<file path="config.mk">
export PLATFORM = sky130hd
export DESIGN_NAME = icache_fill_ctrl_flat
export DESIGN_NICKNAME = d
export VERILOG_FILES = /design/src/rtl/icache_fill_ctrl_if.sv /design/src/rtl/icache_fill_ctrl.sv /design/src/flat_wrapper.sv
export SDC_FILE = /design/constraint.sdc
export NUM_CORES = 1
export LEC_CHECK = 0
export CAP_MARGIN = 20
export CORE_MARGIN = 3
export CORE_UTILIZATION = 36
export CTS_CLUSTER_DIAMETER = 100
export DETAILED_ROUTE_END_ITERATION = 16
export GPL_TIMING_DRIVEN = 0
export MAX_ROUTING_LAYER = met4
export PLACE_DENSITY = 0.82
export SLEW_MARGIN = 15
export SYNTH_ARGS = -nofsm -noshare
export SYNTH_HDL_FRONTEND = slang
export SYNTH_SLANG_ARGS = --single-unit
</file>
<file path="constraint.sdc">
create_clock -name clk -period 2.2 [get_ports clk]
set_input_delay 0.22 -clock clk [delete_from_list [all_inputs] [get_ports clk]]
set_output_delay 0.22 -clock clk [all_outputs]
set_load 0.05 [all_outputs]
</file>
<file path="src/rtl/icache_fill_ctrl_if.sv">
// Fetch-side and memory-side signals of the instruction-cache refill controller.
// master: the controller; slave: the surrounding fetch stage / memory model.
interface icache_fill_ctrl_if #(
    parameter int unsigned ADDR_W     = 32,
    parameter int unsigned DATA_W     = 32,
    parameter int unsigned LINE_WORDS = 4
);
    localparam int unsigned IdxW = $clog2(LINE_WORDS);

    logic [ADDR_W-1:0] PCF;
    logic              LookupValidF;
    logic              HitF;
    logic              InstrMissF;
    logic              InstrCacheRepActive;
    logic              MemReq;
    logic [ADDR_W-1:0] MemAddr;
    logic              MemReady;
    logic              MemRValid;
    logic [DATA_W-1:0] MemRData;
    logic              FillWe;
    logic [IdxW-1:0]   FillWordIdx;
    logic [DATA_W-1:0] FillData;
    logic              TagWe;
    logic [ADDR_W-1:0] LineAddr;

    modport master (
        input  PCF, LookupValidF, HitF, MemReady, MemRValid, MemRData,
        output InstrMissF, InstrCacheRepActive, MemReq, MemAddr,
               FillWe, FillWordIdx, FillData, TagWe, LineAddr
    );

    modport slave (
        output PCF, LookupValidF, HitF, MemReady, MemRValid, MemRData,
        input  InstrMissF, InstrCacheRepActive, MemReq, MemAddr,
               FillWe, FillWordIdx, FillData, TagWe, LineAddr
    );
endinterface

</file>
<file path="src/rtl/icache_fill_ctrl.sv">
// Instruction-cache miss/refill controller: one burst read per missing line, words written
// as beats arrive, tag committed in a single DONE cycle that also bypasses the new line.
module icache_fill_ctrl #(
    parameter int unsigned ADDR_W     = 32,
    parameter int unsigned DATA_W     = 32,
    parameter int unsigned LINE_WORDS = 4
) (
    input logic                clk,
    input logic                reset_n,
    icache_fill_ctrl_if.master bus
);
    localparam int unsigned IdxW  = $clog2(LINE_WORDS);
    localparam int unsigned OffW  = IdxW + 2;
    localparam logic [ADDR_W-1:0] OffMask = ADDR_W'((64'd1 << OffW) - 64'd1);
    localparam logic [IdxW-1:0]   LastIdx = IdxW'(LINE_WORDS - 1);

    typedef enum logic [1:0] {StIdle, StReq, StFill, StDone} state_e;

    state_e            state_q, state_d;
    logic [IdxW-1:0]   beat_cnt_q, beat_cnt_d;
    logic [ADDR_W-1:0] line_addr_q, line_addr_d;

    logic              miss;
    logic              done_miss;
    logic [ADDR_W-1:0] pc_line;
    logic [DATA_W-1:0] fill_data;

    assign miss      = bus.LookupValidF & ~bus.HitF;
    assign pc_line   = bus.PCF & ~OffMask;
    // Freshly filled line is not yet readable from the array, so match it here.
    assign done_miss = bus.LookupValidF & ~(bus.HitF | (pc_line == line_addr_q));
    assign fill_data = bus.MemRData;

    always_ff @(posedge clk or negedge reset_n) begin
        if (!reset_n) begin
            state_q     <= StIdle;
            beat_cnt_q  <= '0;
            line_addr_q <= '0;
        end else begin
            state_q     <= state_d;
            beat_cnt_q  <= beat_cnt_d;
            line_addr_q <= line_addr_d;
        end
    end

    always_comb begin
        state_d     = state_q;
        beat_cnt_d  = beat_cnt_q;
        line_addr_d = line_addr_q;
        unique case (state_q)
            StIdle: begin
                if (miss) begin
                    line_addr_d = pc_line;
                    state_d     = StReq;
                end
            end
            StReq: begin
                if (bus.MemReady) begin
                    beat_cnt_d = '0;
                    state_d    = StFill;
                end
            end
            StFill: begin
                if (bus.MemRValid) begin
                    beat_cnt_d = beat_cnt_q + IdxW'(1);
                    if (beat_cnt_q == LastIdx) begin
                        state_d = StDone;
                    end
                end
            end
            StDone: begin
                if (done_miss) begin
                    line_addr_d = pc_line;
                    state_d     = StReq;
                end else begin
                    state_d = StIdle;
                end
            end
            default: state_d = StIdle;
        endcase
    end

    always_comb begin
        bus.InstrMissF          = 1'b0;
        bus.InstrCacheRepActive = 1'b0;
        bus.MemReq              = 1'b0;
        bus.MemAddr             = '0;
        bus.FillWe              = 1'b0;
        bus.FillWordIdx         = '0;
        bus.FillData            = '0;
        bus.TagWe               = 1'b0;
        bus.LineAddr            = line_addr_q;
        unique case (state_q)
            StIdle: bus.InstrMissF = miss;
            StReq: begin
                bus.InstrMissF = 1'b1;
                bus.MemReq     = 1'b1;
                bus.MemAddr    = line_addr_q;
            end
            StFill: begin
                bus.InstrMissF = 1'b1;
                if (bus.MemRValid) begin
                    bus.FillWe      = 1'b1;
                    bus.FillWordIdx = beat_cnt_q;
                    bus.FillData    = fill_data;
                end
            end
            StDone: begin
                bus.TagWe               = 1'b1;
                bus.InstrCacheRepActive = 1'b1;
                bus.InstrMissF          = done_miss;
            end
            default: ;
        endcase
        // IDLE decodes the miss combinationally, so reset must mask it explicitly.
        if (!reset_n) begin
            bus.InstrMissF = 1'b0;
            bus.LineAddr   = '0;
        end
    end
endmodule

</file>
<file path="src/flat_wrapper.sv">
// flat-port wrapper written by rule: the top's interface ports become plain ports
module icache_fill_ctrl_flat 
#(
    parameter int unsigned ADDR_W     = 32,
    parameter int unsigned DATA_W     = 32,
    parameter int unsigned LINE_WORDS = 4
)
  (clk, reset_n, bus_PCF, bus_LookupValidF, bus_HitF, bus_MemReady, bus_MemRValid, bus_MemRData, bus_InstrMissF, bus_InstrCacheRepActive, bus_MemReq, bus_MemAddr, bus_FillWe, bus_FillWordIdx, bus_FillData, bus_TagWe, bus_LineAddr);
  icache_fill_ctrl_if #(.ADDR_W(ADDR_W), .DATA_W(DATA_W), .LINE_WORDS(LINE_WORDS)) bus_i ();
  input logic clk;
  input logic reset_n;
  input wire logic [$bits(bus_i.PCF)-1:0] bus_PCF;
  input wire logic [$bits(bus_i.LookupValidF)-1:0] bus_LookupValidF;
  input wire logic [$bits(bus_i.HitF)-1:0] bus_HitF;
  input wire logic [$bits(bus_i.MemReady)-1:0] bus_MemReady;
  input wire logic [$bits(bus_i.MemRValid)-1:0] bus_MemRValid;
  input wire logic [$bits(bus_i.MemRData)-1:0] bus_MemRData;
  output wire logic [$bits(bus_i.InstrMissF)-1:0] bus_InstrMissF;
  output wire logic [$bits(bus_i.InstrCacheRepActive)-1:0] bus_InstrCacheRepActive;
  output wire logic [$bits(bus_i.MemReq)-1:0] bus_MemReq;
  output wire logic [$bits(bus_i.MemAddr)-1:0] bus_MemAddr;
  output wire logic [$bits(bus_i.FillWe)-1:0] bus_FillWe;
  output wire logic [$bits(bus_i.FillWordIdx)-1:0] bus_FillWordIdx;
  output wire logic [$bits(bus_i.FillData)-1:0] bus_FillData;
  output wire logic [$bits(bus_i.TagWe)-1:0] bus_TagWe;
  output wire logic [$bits(bus_i.LineAddr)-1:0] bus_LineAddr;
  assign bus_i.PCF = bus_PCF;
  assign bus_i.LookupValidF = bus_LookupValidF;
  assign bus_i.HitF = bus_HitF;
  assign bus_i.MemReady = bus_MemReady;
  assign bus_i.MemRValid = bus_MemRValid;
  assign bus_i.MemRData = bus_MemRData;
  assign bus_InstrMissF = bus_i.InstrMissF;
  assign bus_InstrCacheRepActive = bus_i.InstrCacheRepActive;
  assign bus_MemReq = bus_i.MemReq;
  assign bus_MemAddr = bus_i.MemAddr;
  assign bus_FillWe = bus_i.FillWe;
  assign bus_FillWordIdx = bus_i.FillWordIdx;
  assign bus_FillData = bus_i.FillData;
  assign bus_TagWe = bus_i.TagWe;
  assign bus_LineAddr = bus_i.LineAddr;
  icache_fill_ctrl #(.ADDR_W(ADDR_W), .DATA_W(DATA_W), .LINE_WORDS(LINE_WORDS)) u_core (.clk(clk), .reset_n(reset_n), .bus(bus_i));
endmodule
</file>
==> reports/results.tsv, run 1 <==
metric	value	unit
Synth Flop Type	dfrtp_1	
post-synth top area share	32.39	%
crit path buf inv count	2	
top cells by area, synth	dfrtp_1 (32%), and2_1 (14%), mux2_4 (12%)	
Clk pin slew, worst setup/hold paths	0.07	ns
CP Max Fanout	2	
CTS Buf Count	5	
pwr dens	1708	nW/µm²
worst clock skew	0.01047	ns
I/O Buffers	160	
Die Y	88.87	µm
via density per instance	4.830	
syn_area_per_cell	9.850	µm²
leak pwr	2.154	nW
CTS root buffer	clkbuf_8	
Worst R2R Start	u_core.line_addr_q[12]	
Area Growth Syn to Fin	75.86	%
number of max-cap violations	0	
count of non-filler cells in the finished layout	513	
first-pass GRT wire length	13.02	mm
total gr overflow	0	
clk_lat worst skew	0.29	ns
die area	7898	µm²
initial antenna violation count	0	
Fmax	0.4269	GHz
initial core utilization	38.07	%
DRC Markers	0	
most frequent cells in the layout	clkdlybuf4s50_1 (75), and2_1 (55), and3_1 (35)	
outcome	finished with violations	
HPWL Detailed	6.546	mm
Worst Setup Slack, final	-0.1423	ns
area of the multi-input gates	1564	µm²
r2r worst-path depth	7	
row count	29	
initial drt markers	101	
cell at the slowest stage of the critical path	dfrtp_1	
critical path's top delay family	simple AND/OR/NAND/NOR gates	
H-Tree Depth	2	
placed cells	495	
Least-Margin Pin Slew	0.5274	ns
Via Count	2478	
asr flop ratio synth	100.0	%
Critical path destination	bus_InstrMissF	
number of synthesized flops with an enable pin	0	
commonest non-fill, non-tap cell in the layout	clkdlybuf4s50_1	
CORE AREA	6495	µm²
Crit path depth	7	
CTS tree	yes	
CP Class	reg -> out	
Crit path required time	1.98	ns
max-slew violation count	0	
VDD IR-drop max	1.104	mV
Synthesis Warnings	0	
sequential element share of the synthesized area	32.39	%
NumNets Final	511	
worst relative slew slack	64.73	%
flop-to-flop setup slack	-0.13	ns
min cycle time layout	2.342	ns
Total Power	7.426	mW
RSZ-0062 raised after global routing	yes	
diode count	0	
#FFs+latches synth	32	
clk buf depth	2	
CP startpoint	u_core.line_addr_q[28]	
maximum number of pins on one net before global-route repair	33	
gpl congestion	0.7830	
Critical Path Sink Type	output pin	
Synth cell types	29	
Critical Path, Cell by Cell	xor2_1 > nor4_2 > nand4_1 > buf_4 > o311ai_4 > a21oi_2 > buf_6	
post-DR wirelength/cell	16.97	µm
Fill cells	531	
Register Area	800.8	µm²
hold crit path type	in -> async	
Gate Count Post-Synth	251	
final worst path period share	106.5	%
Total Wirelength	8.708	mm
Synth Cell Area	2472	µm²
Synth area leader	dfrtp_1	
failing checks	setup timing	
share of cells above drive strength 1	32.80	%
Final Setup Violations	29	
Final ANT Viol Nets	0	
capture point of the worst reg-to-reg path	u_core.line_addr_q[21]	
Clock Sinks	32	
WP data arrival	2.12	ns
number of global-route vias before repair	2440	
max incr delay on CP	0.41	ns
Pre-Repair DR Iteration Count	4	
Total GRT Usage	22.12	%
I/O Pins	173	
critical path startpoint category	register	
Hold Vio Cnt, Final	0	
die width	88.87	µm
-- cells in the mapped netlist (2+ instances only) --
master / count
nor4_1: 6
ha_1: 6
dfrtp_1: 32
xnor2_1: 4
mux2_2: 8
and2_1: 55
nand4_1: 2
and2_2: 2
xor2_1: 24
clkbuf_1: 14
nand2_1: 6
inv_1: 4
o21ai_0: 3
nand2b_1: 2
buf_4: 9
nor2_1: 6
a22o_1: 2
and3_1: 35
mux2_4: 20
buf_12: 2
-- power breakdown --
| group | internal [mW] | total (mW) | switching (mW) | leakage [nW] |
|---|---|---|---|---|
| logic | 2.36 | 5.55 | 3.19 | 1.71 |
| clock network | 0.400 | 0.633 | 0.233 | 0.0645 |
| registers | 0.910 | 1.25 | 0.336 | 0.378 |
-- registers in the layout, indices dropped and copies added (netlist names) --
| register | flops |
|---|---|
| u_core.beat_cnt_q | 2 |
| u_core.state_q | 2 |
| u_core.line_addr_q | 28 |
-- kinds of logic (layout without fill, tap and decap cells) --
kind of cell | after synthesis | count (layout) | synth area share (%)
adders and majority gates | 6 | 6 | 3.036
AOI/OAI and AO/OA | 9 | 9 | 2.581
muxes | 29 | 29 | 16.19
xor gates and xnor gates | 28 | 28 | 9.919
DFF | 32 | 32 | 32.39
other | 1 | 8 | 0.1517
buffers and inverters | 30 | 208 | 7.540
and+or+nand+nor | 116 | 116 | 28.19
-- worst min-delay path by stage --
stage	end	depth (start not counted)
2_1_floorplan	u_core.beat_cnt_q[0]	0
3_3_place_gp	u_core.beat_cnt_q[1]	1
3_5_place_dp	u_core.line_addr_q[15]	1
4_1_cts	u_core.state_q[1]	3
5_1_grt	u_core.line_addr_q[15]	3
6_report	u_core.line_addr_q[15]	3
-- worst register-to-register path: stages (launching register included) --
cell and delay (ns):
dfrtp_1 0.41, xor2_1 0.17, nor4_1 0.42, nand2_1 0.19, o41a_1 0.41, buf_6 0.17
buf_12 0.15, mux2_4 0.29
-- layout make-up --
class	count	area share, %
plain buffers	25	4.317
clock buffers	7	2.216
clock inverters	1	0.6906
inverters	4	0.3453
multi-input cells	196	35.97
flip-flops and latches	32	18.42
well taps	77	2.216
repair buffers	171	35.83
-- through the flow --
stage	area (µm²)	setup slack [ns]	utilization (%)	setup TNS [ns]	hold WS [ns]
finish	4348	-0.1423	66.94	-3.461	0.5027
CTS	4282	-0.1411	65.92	-2.088	0.5062
detailed placement	4195	-0.9328	64.59	-46.18	0.3441
global placement	4200	-1.580	64.67	-68.17	0.5399
global route	4348	-0.2196	66.94	-4.727	0.5090
floorplan	2502	0.07104	-	0	-0.07559
-- repair_timing --
| action | 4_1_cts | 5_1_grt |
|---|---|---|
| endpoints found under the setup margin | 120 | 92 |
| endpoints found under the hold margin | 32 | 0 |
| setup buffers | 3 | 4 |
| gates resized for setup | 308 | 39 |
| hold buffers | 2 | 0 |
| pin swaps | 4 | 9 |
| gates cloned | 2 | 0 |
-- layer usage --
metal	up-vias	global-route usage, %	wire, µm
met5	-	-	0
met4	0	5.357	99
met3	10	2.328	448
met2	97	37.25	4355
met1	1177	28.43	3804
li1	1194	-	-
No activity file was read; power rests on OpenSTA's default activity.
==> run 2, diff against run 1 <==
- TNS_END_PERCENT: unset -> 5
==> run 2 against run 1 <==
Compared with the run above:
- the run still ends with setup timing left
- cell count up 0.39%
- first-iteration DRC count down 30%
- clock skew down 0.0010 ns
- register-to-register slack about the same
- maximum frequency up 0.63%
- flip-flop and latch count unchanged
- sequential share of layout area about the same
- largest cell class unchanged
- clock power up 0.8%
- highest routed layer unchanged
==> reports/results.tsv, run 2 (synthesis gave the netlist of run 1 again) <==
metric	value	unit
outcome	finished with violations	
failing checks	setup timing	
post-DR wirelength/cell	17.00	µm
max incr delay on CP	0.41	ns
CP startpoint	u_core.line_addr_q[28]	
critical path's top delay family	simple AND/OR/NAND/NOR gates	
clk buf depth	2	
NumNets Final	513	
HPWL Detailed	6.546	mm
Final ANT Viol Nets	0	
Largest register FFs	28	
Area Growth Syn to Fin	75.91	%
min cycle time layout	2.328	ns
Worst R2R Start	u_core.line_addr_q[28]	
Critical Path, Cell by Cell	xor2_1 > nor4_2 > nand4_1 > buf_4 > o311ai_4 > a21oi_2 > buf_6	
initial antenna violation count	0	
leak pwr	2.155	nW
Least-Margin Pin Slew	0.5225	ns
Crit path depth	7	
crit path buf inv count	2	
RSZ-0062 raised after global routing	yes	
I/O Buffers	160	
die area	7898	µm²
Largest regs	u_core.line_addr_q (28), u_core.beat_cnt_q (2), u_core.state_q (2)	
maximum number of pins on one net before global-route repair	33	
VDD IR-drop max	0.9483	mV
Final Setup Violations	29	
most frequent cells in the layout	clkdlybuf4s50_1 (75), and2_1 (55), and3_1 (35)	
final worst path period share	105.8	%
critical path startpoint category	register	
CORE AREA	6495	µm²
DP Area	4195	µm²
max-slew violation count	0	
Via Count	2448	
DRC Markers	0	
Hold Vio Cnt, Final	0	
via density per instance	4.753	
I/O Pins	173	
CP Class	reg -> out	
cell at the slowest stage of the critical path	dfrtp_1	
H-Tree Depth	2	
r2r worst-path depth	7	
commonest non-fill, non-tap cell in the layout	clkdlybuf4s50_1	
worst clock skew	0.009459	ns
Die Y	88.87	µm
number of global-route vias before repair	2412	
diode count	0	
Clk pin slew, worst setup/hold paths	0.08	ns
Pre-Repair DR Iteration Count	4	
row count	29	
number of max-cap violations	0	
initial drt markers	71	
pwr dens	1702	nW/µm²
Crit path required time	1.98	ns
Total Wirelength	8.756	mm
final instance area	4349	µm²
Critical Path Sink Type	output pin	
first-pass GRT wire length	12.74	mm
CP Max Fanout	2	
WP data arrival	2.11	ns
Worst Setup Slack, final	-0.1276	ns
worst hold slack	0.5059	ns
die width	88.87	µm
total gr overflow	0	
Top reg by flops	u_core.line_addr_q	
CTS root buffer	clkbuf_8	
Fmax	0.4296	GHz
Total GRT Usage	21.58	%
gpl congestion	0.7830	
worst relative slew slack	65.06	%
clk_lat worst skew	0.29	ns
CTS Buf Count	5	
Clock Sinks	32	
Core Util, Final	66.96	%
initial core utilization	38.07	%
CTS tree	yes	
hold crit path type	in -> async	
share of cells above drive strength 1	32.65	%
==> run 2: final timing paths <==
kind                                          end  slack [ns]
min in group clk             u_core.beat_cnt_q[1]        0.57
hold / removal             u_core.line_addr_q[11]        0.51
setup reg to reg           u_core.line_addr_q[26]       -0.12
max in group asynchronous    u_core.beat_cnt_q[1]        1.51
hold reg to reg              u_core.beat_cnt_q[1]        0.57
setup / recovery                   bus_InstrMissF       -0.13
==> run 2: layout make-up <==
| class | count | area [µm²] |
|---|---|---|
| fillers | 534 | 2146 |
| clock inverters | 1 | 30.03 |
| clock buffers | 7 | 96.34 |
| multi-input cells | 196 | 1564 |
| repair buffers | 172 | 1556 |
| plain buffers | 26 | 190.2 |
| inverters | 4 | 15.01 |
| well taps | 77 | 96.34 |
| flip-flops and latches | 32 | 800.8 |
==> run 2: layer usage <==
| metal | share of wire [%] | vias to the layer above | GRT usage [%] |
|---|---|---|---|
| met5 | 0 | - | - |
| met4 | 1.4 | 0 | 5.632 |
| met3 | 4.6 | 13 | 2.421 |
| met2 | 49 | 86 | 35.96 |
| met1 | 44 | 1154 | 27.80 |
| li1 | - | 1195 | - |
==> run 2: power breakdown <==
group,total [mW],internal [mW],switching [mW]
logic,5.52,2.33,3.19
registers,1.25,0.910,0.338
clock network,0.638,0.400,0.238
==> run 2: repair_timing <==
| action | 4_1_cts | 5_1_grt |
|---|---|---|
| hold buffers | 2 | 0 |
| setup buffers | 1 | 7 |
| gates resized for setup | 305 | 37 |
| endpoints found under the hold margin | 32 | 0 |
| pin swaps | 6 | 8 |
| cloned | 0 | 2 |
| endpoints found under the setup margin | 120 | 87 |
==> run 2: per-stage QoR <==
step                std cells  power [mW]  setup WS (ns)  setup TNS (ns)
detailed placement        495       6.559        -0.9328          -46.18
global route              515       7.765        -0.2036          -4.782
CTS                       506       6.967        -0.1232          -1.706
floorplan                 258       5.015        0.07104               0
global placement          495       6.448         -1.580          -68.17
finish                    515       7.404        -0.1276          -2.623
==> run 2: worst min-delay path, delay by kind of cell <==
family / cells / cell delay [ns]
buf+inv: 3 / 0.94
==> run 3, diff against run 2 <==
- CORE_MARGIN: 3 -> 1.5
==> run 3 against run 2 <==
Compared with the run above:
- setup slack improved by 0.050 ns
- clock skew fell by 0.0042 ns
- final area fell by 0.83%
- combinational power fell by 2%
- the run still ends with setup timing left
- total power fell by 4.4%
- via count rose by 1.7%
- largest cell class unchanged
- largest power group unchanged
- routed wire length fell by 5.0%
- critical path depth fell by 1
- die area fell by 6.6%
==> reports/results.tsv, run 3 (synthesis gave the netlist of run 1 again) <==
metric	value	unit
post-DR wirelength/cell	16.03	µm
commonest non-fill, non-tap cell in the layout	clkdlybuf4s50_1	
RSZ-0062 raised after global routing	yes	
Crit path required time	1.98	ns
CP Max Fanout	2	
Fmax	0.4390	GHz
Least-Margin Pin Slew	0.5403	ns
first-pass GRT wire length	12.37	mm
DP Area	4199	µm²
Pre-Repair DR Iteration Count	4	
Final Setup Violations	21	
critical path startpoint category	register	
Clk pin slew, worst setup/hold paths	0.07	ns
initial core utilization	36.80	%
total gr overflow	0	
I/O Pins	173	
VDD IR-drop max	0.8786	mV
CTS root buffer	clkbuf_8	
worst clock skew	0.005303	ns
most frequent cells in the layout	clkdlybuf4s50_1 (85), and2_1 (55), and3_1 (35)	
Area Growth Syn to Fin	74.44	%
H-Tree Depth	2	
Clock Sinks	32	
hold crit path type	in -> async	
Die Y	85.87	µm
Via Count	2490	
die width	85.87	µm
CORE AREA	6719	µm²
number of max-cap violations	0	
diode count	0	
Top reg by flops	u_core.line_addr_q	
initial drt markers	59	
CP startpoint	u_core.line_addr_q[23]	
Total GRT Usage	22.30	%
HPWL Detailed	6.174	mm
Largest regs	u_core.line_addr_q (28), u_core.beat_cnt_q (2), u_core.state_q (2)	
max-slew violation count	0	
max incr delay on CP	0.40	ns
I/O Buffers	160	
Worst Setup Slack, final	-0.07783	ns
WP data arrival	2.06	ns
CTS Buf Count	5	
die area	7374	µm²
initial antenna violation count	0	
Total Wirelength	8.322	mm
critical path's top delay family	simple AND/OR/NAND/NOR gates	
cell at the slowest stage of the critical path	dfrtp_1	
leak pwr	2.121	nW
failing checks	setup timing	
crit path buf inv count	1	
gpl congestion	0.8990	
row count	30	
NumNets Final	515	
Fill cells	598	
via density per instance	4.798	
clk buf depth	2	
final worst path period share	103.5	%
Final ANT Viol Nets	0	
Hold Vio Cnt, Final	0	
DRC Markers	0	
CP Class	reg -> out	
maximum number of pins on one net before global-route repair	33	
min cycle time layout	2.278	ns
share of cells above drive strength 1	31.66	%
Critical Path, Cell by Cell	xor2_1 > nor4_2 > nand4_1 > o311ai_2 > a21oi_2 > buf_6	
CTS tree	yes	
Critical Path Sink Type	output pin	
pwr dens	1642	nW/µm²
Worst R2R Start	u_core.line_addr_q[23]	
worst relative slew slack	63.87	%
worst hold slack	0.5211	ns
outcome	finished with violations	
final instance area	4313	µm²
Largest register FFs	28	
number of global-route vias before repair	2472	
clk_lat worst skew	0.28	ns
run 3: cell count changes in the layout (fill, tap and decap cells not counted), sizes merged:
cell and change:
dlygate4sd2 +1, clkdlybuf4s50 +10, buf -6, clkdlybuf4s15 -8, clkbuf +4, bufinv -1, clkinv +1
run 3: per-layer routing:
metal | wire, µm | vias up | global-route usage [%]
li1 | - | 1196 | -
met1 | 3309 | 1171 | 24.07
met2 | 4352 | 112 | 41.45
met3 | 561 | 11 | 4.812
met4 | 99 | 0 | 5.425
met5 | 0 | - | -
run 3: worst register-to-register path: stages (launching register included):
cell,delay [ns]
dfrtp_1,0.40
xor2_1,0.18
nor4_2,0.34
nand4_1,0.24
o41a_1,0.37
buf_6,0.15
clkbuf_16,0.16
mux2_4,0.30
run 3: worst paths after layout:
check	cells after the start	end	slack, ns
min	3	u_core.line_addr_q[9]	0.52
max in group asynchronous	3	u_core.line_addr_q[25]	1.49
min in group clk	1	u_core.line_addr_q[4]	0.57
min reg2reg	1	u_core.line_addr_q[4]	0.57
max	6	bus_InstrMissF	-0.08
max reg2reg	7	u_core.line_addr_q[10]	-0.06
run 3: repair_timing:
action,CTS,global route
pin swaps,4,4
setup endpoints to repair,120,81
hold endpoints to repair,32,0
gates cloned,0,1
setup buffers,3,8
gates resized for setup,287,39
hold buffers,2,0
run 3: area by class of cell:
| type | count | area (µm²) | share of cell area [%] |
|---|---|---|---|
| Timing Repair Buffer | 174 | 1573 | 36.47 |
| Multi-Input combinational cell | 196 | 1553 | 36.00 |
| Sequential cell | 32 | 800.8 | 18.57 |
| Buffer | 26 | 193.9 | 4.497 |
| Tap cell | 80 | 100.1 | 2.321 |
| Clock buffer | 6 | 72.57 | 1.683 |
| Inverter | 4 | 15.01 | 0.3481 |
| Clock inverter | 1 | 5.005 | 0.1160 |
run 3: per-stage QoR:
step | setup WS (ns) | std cells | setup TNS, ns | total power [mW] | util, %
floorplan | 0.07104 | 258 | 0 | 5.015 | -
global placement | -1.712 | 498 | -76.37 | 6.478 | 62.57
detailed placement | -0.9514 | 498 | -51.98 | 6.562 | 62.50
CTS | -0.1089 | 510 | -2.189 | 6.813 | 62.03
global route | -0.1514 | 519 | -2.052 | 7.453 | 64.19
finish | -0.07783 | 519 | -0.9794 | 7.080 | 64.19
run 3: power by group:
part           internal (mW)  total (mW)  switching, mW
logic                   2.27        5.43           3.16
registers              0.911        1.22          0.310
clock network          0.215       0.431          0.216
